**src/rtl/store_rmw_unit.sv**
```systemverilog
// store_rmw_unit
// Store path between the M-stage store request and a word-only DMEM port.
// SW is issued as a single full-word write. SB and SH are done as a
// read-modify-write: read the word, splice in the byte or half lane, and
// write the whole word back. The pipeline stalls while req_ready is low.
//
// Transaction shapes, with N being the accept edge:
//   SW      : WR in N+1                    -> IDLE in N+2
//   SB/SH   : RD in N+1, WT in N+2, WR N+3 -> IDLE in N+4
//   illegal : ERR in N+1                   -> IDLE in N+2
// All DMEM-facing outputs are registered. Their next values are computed
// alongside the next state.

module store_rmw_unit #(
    parameter int DWIDTH = 32,
    parameter int AWIDTH = 14
) (
    input  logic              clk,
    input  logic              rst,
    input  logic              req_valid,
    output logic              req_ready,
    input  logic [2:0]        req_func3,
    input  logic [31:0]       req_addr,
    input  logic [DWIDTH-1:0] req_data,
    output logic [AWIDTH-1:0] mem_addr,
    output logic              mem_re,
    input  logic [DWIDTH-1:0] mem_rdata,
    output logic              mem_we,
    output logic [DWIDTH-1:0] mem_wdata,
    output logic              busy,
    output logic              misaligned_err
);

    typedef enum logic [2:0] {
        IDLE,
        RD,
        WT,
        WR,
        ERR
    } state_t;

    localparam logic [2:0] F3_SB = 3'b000;
    localparam logic [2:0] F3_SH = 3'b001;
    localparam logic [2:0] F3_SW = 3'b010;

    state_t state;
    state_t state_next;

    // Request fields kept for the merge step.
    // Only the low half of rs2 is ever needed for a partial store.
    logic        half_q;
    logic        half_next;
    logic [1:0]  offset_q;
    logic [1:0]  offset_next;
    logic [15:0] data_q;
    logic [15:0] data_next;

    logic [AWIDTH-1:0] mem_addr_next;
    logic              mem_re_next;
    logic              mem_we_next;
    logic [DWIDTH-1:0] mem_wdata_next;
    logic              err_next;

    logic              accept;
    logic              req_is_sb;
    logic              req_is_sh;
    logic              req_is_sw;
    logic              req_legal;
    logic [DWIDTH-1:0] merged_word;

    // The word address deliberately drops the upper address bits.
    // They are collected here only so that the drop is explicit.
    logic unused_addr_bits;
    assign unused_addr_bits = ^req_addr[31:AWIDTH+2];

    assign req_ready = (state == IDLE);
    assign busy      = (state != IDLE);
    assign accept    = req_valid && req_ready;

    // Classify the incoming request.
    // SB may target any byte. SH must be half-aligned. SW must be
    // word-aligned. Every other funct3 value is illegal.
    always_comb begin
        req_is_sb = (req_func3 == F3_SB);
        req_is_sh = (req_func3 == F3_SH) && !req_addr[0];
        req_is_sw = (req_func3 == F3_SW) && (req_addr[1:0] == 2'b00);
        req_legal = req_is_sb || req_is_sh || req_is_sw;
    end

    // Splice the latched byte or half into the word returned by DMEM.
    // The lanes that are not written keep the read data.
    always_comb begin
        merged_word = mem_rdata;
        if (half_q) begin
            if (offset_q[1]) begin
                merged_word[31:16] = data_q;
            end else begin
                merged_word[15:0] = data_q;
            end
        end else begin
            case (offset_q)
                2'd0:    merged_word[7:0]   = data_q[7:0];
                2'd1:    merged_word[15:8]  = data_q[7:0];
                2'd2:    merged_word[23:16] = data_q[7:0];
                default: merged_word[31:24] = data_q[7:0];
            endcase
        end
    end

    // Compute the next state and the next value of every registered output.
    // A strobe is high only in the cycle that the state it belongs to is entered.
    always_comb begin
        state_next     = state;
        half_next      = half_q;
        offset_next    = offset_q;
        data_next      = data_q;
        mem_addr_next  = mem_addr;
        mem_wdata_next = mem_wdata;
        mem_re_next    = 1'b0;
        mem_we_next    = 1'b0;
        err_next       = 1'b0;

        case (state)
            IDLE: begin
                if (accept) begin
                    half_next   = (req_func3 == F3_SH);
                    offset_next = req_addr[1:0];
                    data_next   = req_data[15:0];
                    if (!req_legal) begin
                        state_next = ERR;
                        err_next   = 1'b1;
                    end else if (req_is_sw) begin
                        state_next     = WR;
                        mem_addr_next  = req_addr[AWIDTH+1:2];
                        mem_wdata_next = req_data;
                        mem_we_next    = 1'b1;
                    end else begin
                        state_next    = RD;
                        mem_addr_next = req_addr[AWIDTH+1:2];
                        mem_re_next   = 1'b1;
                    end
                end
            end
            RD: begin
                state_next = WT;
            end
            WT: begin
                state_next     = WR;
                mem_wdata_next = merged_word;
                mem_we_next    = 1'b1;
            end
            WR: begin
                state_next = IDLE;
            end
            ERR: begin
                state_next = IDLE;
            end
            default: begin
                state_next = IDLE;
            end
        endcase
    end

    // State and output registers.
    // Reset abandons any in-flight read-modify-write. Strobes clear at once,
    // so a half-finished store never reaches memory.
    always_ff @(posedge clk) begin
        if (rst) begin
            state          <= IDLE;
            half_q         <= 1'b0;
            offset_q       <= 2'b00;
            data_q         <= 16'h0000;
            mem_addr       <= '0;
            mem_wdata      <= '0;
            mem_re         <= 1'b0;
            mem_we         <= 1'b0;
            misaligned_err <= 1'b0;
        end else begin
            state          <= state_next;
            half_q         <= half_next;
            offset_q       <= offset_next;
            data_q         <= data_next;
            mem_addr       <= mem_addr_next;
            mem_wdata      <= mem_wdata_next;
            mem_re         <= mem_re_next;
            mem_we         <= mem_we_next;
            misaligned_err <= err_next;
        end
    end

endmodule

```
**config.mk**
```make
export PLATFORM = sky130hd
export DESIGN_NAME = store_rmw_unit
export DESIGN_NICKNAME = d
export VERILOG_FILES = /design/src/rtl/store_rmw_unit.sv
export SDC_FILE = /design/constraint.sdc
export NUM_CORES = 1
export LEC_CHECK = 0
export ABC_CLOCK_PERIOD_IN_PS = 1900
export CAP_MARGIN = 10
export CORE_ASPECT_RATIO = 0.5
export CORE_MARGIN = 2
export CORE_UTILIZATION = 43
export DETAILED_ROUTE_END_ITERATION = 10
export PLACE_DENSITY = 0.82
export SETUP_SLACK_MARGIN = 0.4
export SLEW_MARGIN = 20
export SYNTH_ARGS = -nofsm -noshare
export SYNTH_HDL_FRONTEND = slang
export SYNTH_SLANG_ARGS = --single-unit
```
**constraint.sdc**
```tcl
create_clock -name clk -period 1.9 [get_ports clk]
set_input_delay 0.38 -clock clk [delete_from_list [all_inputs] [get_ports clk]]
set_output_delay 0.38 -clock clk [all_outputs]
set_load 0.02 [all_outputs]
```
* Word level (Yosys, flattened, before mapping) *
Index checks and enable logic that the tools add are counted.

word-level totals
  register bits = 71
  output and inout port bits = 51
  word-level logic and storage cells = 60

cells by class
  eq/ne operators = 9
  mux-type cells = 21
  bitwise operators = 3
  reduce and logical (&&, ||, !) cells = 18

operators by type and width
  kind                number
  $mux 32             4
  $pmux 32 s2         1
  $mux 16             2
  $mux 8              4
  $pmux 3 s3          1
  $eq 3x1->1 const B  2
  $eq 3x2->1 const B  2
  $logic_not 3->1     2
  $mux 3              2
  $ne 2x1->1 const B  3
  $reduce_or 3->1     2
  $mux 1              5
  $logic_not 2->1     2
  $reduce_and 4->1    1
  $reduce_or 4->1     1
  $logic_and 1x1->1   3
  $not 1->1           3
  $reduce_and 3->1    1
  $reduce_bool 3->1   1
  $eq 2x1->1 const B  1
  $eq 2x2->1 const B  1
  $logic_or 1x1->1    2
  $mux 2              1
  $pmux 1 s2          1
  3 further kinds     3

* Logic depth before layout (Yosys ltp) *
Gate-level depths: netlist of run 1.

  depth in word-level cells = 7
  gate-level depth with buffers = 6
  depth with buffers taken out = 4

* Least setup slack after synthesis of run 1 *
No wires, ideal clock.

  path kind = register -> register
  start = register state[2]
  end = register mem_addr[0]
  setup time = 0.072 ns
  arrival = 1.738 ns
  slack = 0.091 ns
  cell stages (with the launch flop) = 6
  buffers on the path = 1
  clock period less this slack = 1.809 ns
  cells stage by stage = dfxtp_1 nor3_2 nand2_1 nor3_2 buf_4 mux2i_1

between the ends
  word-level cells in the longest chain between the ends = 3

ends and longest elaborated chain
  item                                   RTL line  RTL
  from (decl)                            46        state_t state;
  from (signal assigned)                 179       state <= state_next;
  $logic_not 3->1 (*)                    76        assign req_ready = (state == IDLE);
  named net req_ready                    21        output logic req_ready,
  $logic_and 1x1->1                      78        assign accept = req_valid && req_ready;
  $reduce_and 3->1 (no source line) (*)  --
  to (signal assigned)                   183       mem_addr <= mem_addr_next;
  to (decl)                              25        output logic [AWIDTH-1:0] mem_addr,

Mark *: on every way through the listed nets, which the timed path passes. The rest lies on a longest branch.
A chain may end at the register's enable or synchronous reset.

* Worst setup path after layout of run 1 *
  start = register state[2]
  end = register mem_wdata[21]

between the ends
  word-level cells in the longest chain between the ends = 4
  elaborated cells on any way between the ends = 9

ends and longest elaborated chain
  item                               RTL line  RTL
  $logic_not 3->1                    76, 123
  $logic_and 1x1->1                  78
  $ne 2x1->1 (no source line)        --
  $reduce_and 4->1 (no source line)  --
  to (signal assigned)               184       mem_wdata <= mem_wdata_next;
  to (decl)                          29        output logic [DWIDTH-1:0] mem_wdata,

Several ways; a longest one is shown, not always the timed one.

==> results of run 1 <==
[Yosys cell counts (all sizes together)]
cell type / count / area, µm²
a21oi: 43 / 215
o21a: 3 / 22.5
o211ai: 16 / 120
nor3: 8 / 50.1
o22a: 1 / 8.76
mux2i: 14 / 140
dfxtp: 71 / 1420
nand3: 1 / 5.00
inv: 1 / 3.75
a221oi: 8 / 70.1
nand2: 56 / 210
nand4bb: 1 / 11.3
a211oi: 16 / 120
o221ai: 8 / 70.1
o21ai: 17 / 88.8
or3b: 1 / 8.76
o21bai: 8 / 60.1
a21boi: 8 / 60.1
nand3b: 8 / 60.1
nand2b: 30 / 188
buf: 13 / 78.8
nor2: 29 / 109
nor2b: 18 / 113
clkbuf: 26 / 97.6
or4: 1 / 11.3
nor3b: 10 / 75.1
a2111oi: 1 / 8.76
and2: 1 / 6.26
o41ai: 8 / 130
[power by group]
group | internal, mW | switching (mW)
Clock | 1.29 | 0.640
Sequential | 1.57 | 0.0701
Combinational | 0.499 | 0.544
Total | 3.37 | 1.25
[tightest hold or removal path, stage by stage, from the launching register on]
cell	delay [ns]
dfxtp_1	0.30
nand2_1	0.05
a21oi_1	0.05
[area by class of cell]
type                       count  area (µm²)  share of cell area
tap                          112         140              0.0233
multi-input combinational    322        2310               0.384
clock inverter                 2        60.1             0.00997
sequential                    71        1430               0.238
clock buffer                  14         284              0.0471
timing repair buffer         182        1790               0.297
inverter                       1        3.75            0.000623
[metrics by stage]
| step | cells | hold slack (ns) |
|---|---|---|
| detailed placement | 660 | 0.449 |
| CTS | 699 | 0.454 |
| floorplan | 426 | 0.437 |
| finish | 704 | 0.452 |
| global placement | 660 | 0.439 |
| global route | 704 | 0.476 |
[cells by family after synthesis]
family | after synthesis
AO/OA/AOI/OAI | 137
multiplexers | 14
flip-flops | 71
AND/OR/NAND/NOR | 164
buffers and inverters | 40
[layout by cell type, fill, tap and decap left out, types with 3 or more instances in the layout]
cell type        instances
nand3b_1                 8
a21oi_2                  7
clkbuf_8                 4
dlygate4sd2_1           52
a221oi_2                 6
clkdlybuf4s50_1         79
nor3b_1                  8
nor2_1                  27
mux2i_1                 12
o211ai_1                16
buf_6                    9
clkbuf_16               10
o21bai_1                 8
nand2_1                 55
o221ai_2                 3
dfxtp_1                 68
o41ai_2                  8
buf_12                   5
a21boi_0                 8
o221ai_1                 5
a211oi_1                12
a211oi_2                 4
nor2b_1                 16
buf_4                   29
dfxtp_4                  3
a21oi_1                 36
nor3_1                   6
nand2b_1                28
o21a_4                   8
o21ai_0                 16
[repair_timing]
action	CTS	global route
pin swaps	23	7
gates cloned	9	1
setup endpoints to repair	100	52
endpoints found under the hold margin	0	0
resized for setup	98	34
hold buffers	0	0
setup buffers	14	4
[path summary, 6_finish.rpt]
path                                    from                    endpoint  slack (ns)
setup / recovery       state[2]$_SDFFE_PP0P_  mem_wdata[21]$_SDFFE_PP0P_         0.1
hold / removal    mem_wdata[19]$_SDFFE_PP0P_  mem_wdata[19]$_SDFFE_PP0P_        0.45
setup reg to reg       state[2]$_SDFFE_PP0P_  mem_wdata[21]$_SDFFE_PP0P_         0.1
hold reg to reg   mem_wdata[19]$_SDFFE_PP0P_  mem_wdata[19]$_SDFFE_PP0P_        0.45
[flip-flops by register name (all words and copies together) (netlist names)]
signal,flops
mem_wdata,32
data_q,16
mem_addr,14
state,3
offset_q,2
half_q,1
mem_re,1
mem_we,1
misaligned_err,1
[routing by layer]
layer  vias to the layer above  GRT usage  share of wire  wire length (µm)
met5                         -          0              0                 0
met4                         0      0.142          0.035               511
met3                        70     0.0763           0.11              1540
met2                       339      0.519           0.47              6840
met1                      1975      0.351           0.39              5620
li1                       1863          -              -                 -
==> impl_metrics.toml, run 1 <==
[run_status]
status = "finished, final reports clean"

[layout]
fin_util = 0.750
fin_area_um2 = 6020
fin_nets = 689
syn_to_final_growth_pct = 69.1
diodes = 0
n_fill_cell = 500
drive_above_1_share = 0.209

[setup_path]
critPathLaunchType = "flop"
crit_required_ns = 2.16
arrival_ns = 2.06
critPathCaptureType = "flop"
reg2reg_depth = 6
path_class = "flop to flop"
crit_chain = "or4_4, o21ai_4, buf_12, buf_16, o221ai_2, a21oi_1"
cp_top_family = "simple AND/OR/NAND/NOR gates"
cp_slowest_stage_delay_ns = 0.55
crit_buf_inv = 2
cp.depth = 6
slowest_stage = "or4_4"
cp_max_fo = 8

[route]
via_per_inst = 6.03
ant_nets = 0
wl_um = 14500
drtIter0Drc = 559
wl_per_cell_um = 20.6
drtPass1Iterations = 6
vias = 4247
drc = 0

[synthesis]
synthCells = 426
synth_nets = 528
syn_avg_cell_area_um2 = 8.36
syn_area_um2 = 3560
synth_compound_area_frac = 0.274
yosysSeqAreaShare = 0.399
yosys.area_share.simple = 0.238
synth_top_family_by_area = "compound AO/OA/AOI/OAI gates"
synth_cell_types = 34
synth.yosys.warnings = 0
synthXorXnorAreaFrac = 0
muxShareOfSynthArea = 0.0393
synth_seq_cells = 71
synthAdderAreaFrac = 0

[placed_design]
gp_congestion = 0.818
dp_hpwl_um = 7730
pre_cts_ws_ns = -0.324
port-buffer-count = 136
place_area_um2 = 5150

[sta]
setup_tns_ns = 0
finClkSkew_ns = 0.00482
period_share = 0.949
period_minus_slack_ns = 1.80
maxSlewViolCount = 0
max_freq_mhz = 555
finalSetupViolCount = 0
tightest_slew_ns = 0.527
finalWorstSetupSlack_ns = 0.0973
slew_headroom = 0.648
rsz0062_at_grt = "yes"
hold_viol_final = 0

[floorplanning]
coreArea_um2 = 8030
placementRows = 23
chipHeight_um = 68.4
start_util = 0.444
die_w_um = 133
fp.dieArea_um2 = 9080
io_pins = 153

[global_route]
grt_pass1_wl_um = 20600
grt_max_degree = 62
grt_pass1_vias = 3988
grt_antenna_before_repair = 0
grt-ovfl-total = 0
grtUsageTotal = 0.296

[hold_path]
min_path_type = "flop to flop"
whs_path_depth = 2

[cts]
clock-sinks = 71
clk_root_buffer_cell = "clkbuf_16"
clk_latency_ns = 0.34
ctsLongestPathBuffers = 2
htree_levels = 3
cts_tree = "yes"
clk_pin_slew_ns = 0.06
cts_buffers = 9

[power]
p_total_mw = 4.62
p_leak_nw = 2.39
peakVddDrop_uv = 532
p_per_area_nw_per_um2 = 767

[run]
cap_violations = 0
No activity file was read; power rests on OpenSTA's default activity.
==> run 2: changes to the inputs <==
ABC_AREA = 1   (was unset)
CORE_UTILIZATION = 46   (was 43)
PLACE_DENSITY = 0.83   (was 0.82)
==> impl_metrics.toml, run 2 <==
[route]
wl_um = 14300
wl_per_cell_um = 14.3
drtPass1Iterations = 5
ant_nets = 0
drc = 0
drtIter0Drc = 550
vias = 5117
via_per_inst = 5.12

[global_route]
grt_antenna_before_repair = 0
grt_max_degree = 52
grtUsageTotal = 0.293
grt_pass1_vias = 4721
grt-ovfl-total = 0
grt_pass1_wl_um = 23600

[synthesis]
synth.most_common_cell = "nand2_1"
synth_seq_cells = 71
synth_cell_types = 20
netlist.top_cell.by_area = "dfxtp_1"
synthCells = 745
yosysSeqAreaShare = 0.334
synth.yosys.warnings = 0
ys_top_cells_by_count = "226 x nand2_1, 147 x nor2_1, 85 x nand3_1"
synth_ff_type = "dfxtp_1"
syn_avg_cell_area_um2 = 5.71
synth_edf_count = 0
synthArstFlopShare = 0
syn_area_um2 = 4250
synth_top_area_frac = 0.334
synth.area.top_cells = "dfxtp_1 33%, nand2_1 20%, nor2_1 13%"
synth_nets = 847

[sta]
max_freq_mhz = 683
period_minus_slack_ns = 1.46
finClkSkew_ns = 0.00564
hold_viol_final = 0
slew_headroom = 0.753
rsz0062_at_grt = "no"
tightest_slew_ns = 0.370
period_share = 0.771
finalWorstSetupSlack_ns = 0.436
finalSetupViolCount = 0
maxSlewViolCount = 0

[power]
switching_share = 0.298
p_per_area_nw_per_um2 = 679
p_leak_nw = 3.07
seqPwrFrac = 0.385
peakVddDrop_uv = 558
combPwrFrac = 0.241
clkPwrFrac = 0.374
power_switching_mw = 1.26
power.internal_mw = 2.97
p_total_mw = 4.23

[cts]
clock-sinks = 71
clk_latency_ns = 0.33
holdBufCountCts = 0
ctsLongestPathBuffers = 2
htree_levels = 3
clk_pin_slew_ns = 0.05
cts_buffers = 9
cts_tree = "yes"
clk_root_buffer_cell = "clkbuf_16"

[run_status]
status = "finished, final reports clean"

[run]
cap_violations = 0

[floorplanning]
die_w_um = 140
coreArea_um2 = 8830
fp.dieArea_um2 = 10100
placementRows = 24
io_pins = 153
start_util = 0.482
chipHeight_um = 72.0

[placed_design]
placed_cells = 975
place_area_um2 = 5780
pre_cts_ws_ns = -0.00215
port-buffer-count = 136
gp_congestion = 0.913
dp_hpwl_um = 9680

[layout]
top_regs = "mem_wdata (32), data_q (16), mem_addr (14)"
fin_area_um2 = 6230
diodes = 0
final_common_cell = "nand2_1"
instances_no_fill = 1000
regMostFlops = "mem_wdata"
syn_to_final_growth_pct = 46.5
largest_reg_flops = 32
layout_common_cells = "220 x nand2_1, 141 x nor2_1, 85 x nand3_1"
fin_nets = 980
drive_above_1_share = 0.0872

[setup_path]
cp_slowest_stage_delay_ns = 0.36
cp_max_fo = 5
crit_buf_inv = 2
critPathCaptureType = "output port"
path_class = "flop to output port"
arrival_ns = 1.08
slowest_stage = "dfxtp_4"
crit_required_ns = 1.52
crit_chain = "nor2_4, nand2_4, inv_2, buf_6"
critPathLaunchType = "flop"
cp_top_family = "flip-flops"

[hold_path]
min_path_type = "primary input to flop"
## run 2: cell count changes in the layout (fill, tap and decap cells not counted), sizes merged, moves of 14 or more
cell    previous run  this run
a211oi            16         0
buf               47        30
inv                1        77
mux2i             14         0
nand2             56       229
nand2b            30         0
nand3              1        85
nor2              29       150
nor2b             18         0
o211ai            16         0
o21ai             17        49
## run 2: path summary, 6_finish.rpt
kind / from / to / slack, ns / cells after the start
max: state[1]$_SDFFE_PP0P_ / req_ready / 0.44 / 4
min: req_valid / state[1]$_SDFFE_PP0P_ / 0.42 / 3
max reg2reg: state[1]$_SDFFE_PP0P_ / mem_wdata[31]$_SDFFE_PP0P_ / 0.45 / 9
min reg2reg: mem_addr[5]$_SDFFE_PP0P_ / mem_addr[5]$_SDFFE_PP0P_ / 0.46 / 2
## run 2: tightest hold or removal path: cells and delay by family
kind	cells	cell delay, ns
AND/OR/NAND/NOR	2	0.17
buffers and inverters	1	0.15
## run 2: cell families after synthesis
group,after synthesis,share of synthesized area
simple gates,471,0.450
buf+inv,121,0.118
flops,71,0.334
compound gates,82,0.0974
## run 2: cell type report
type,count,area [µm²]
Fill cell,778,2600
Timing Repair Buffer,165,1670
Tap cell,117,146
Inverter,78,310
Sequential cell,71,1430
Multi-Input combinational cell,553,2390
Clock inverter,3,17.5
Clock buffer,13,260
## run 2: power by group through the flow
stage          Sequential, mW  Combinational, mW  Clock [mW]
2_1_floorplan            1.70              0.476           0
3_3_place_gp             1.65              0.959           0
6_report                 1.63               1.02        1.58
4_1_cts                  1.62              0.976        1.59
5_1_grt                  1.64               1.13        1.66
3_5_place_dp             1.65              0.971           0
## run 2: layer usage
metal,track usage,routed length [µm],vias to the layer above,part of all wire
met5,0,0,-,0
met1,0.397,6150,2245,0.43
met2,0.453,6120,271,0.43
li1,-,-,2579,-
met4,0.0844,255,0,0.018
met3,0.0944,1810,22,0.13
## run 2: timing repair
item | in CTS | in global routing
endpoints found under the hold margin | 0 | 0
gates cloned | 2 | 0
endpoints found under the setup margin | 95 | 59
buffers inserted | 2 | 5
resized for setup | 70 | 33
pin swaps | 1 | 7
## run 2: metrics by stage
step                TNS [ns]  hold slack, ns   util
floorplan                  0           0.498      -
global placement           0           0.447  0.654
detailed placement  -0.00276           0.452  0.654
CTS                        0           0.462  0.693
global route               0           0.441  0.705
finish                     0           0.416  0.705
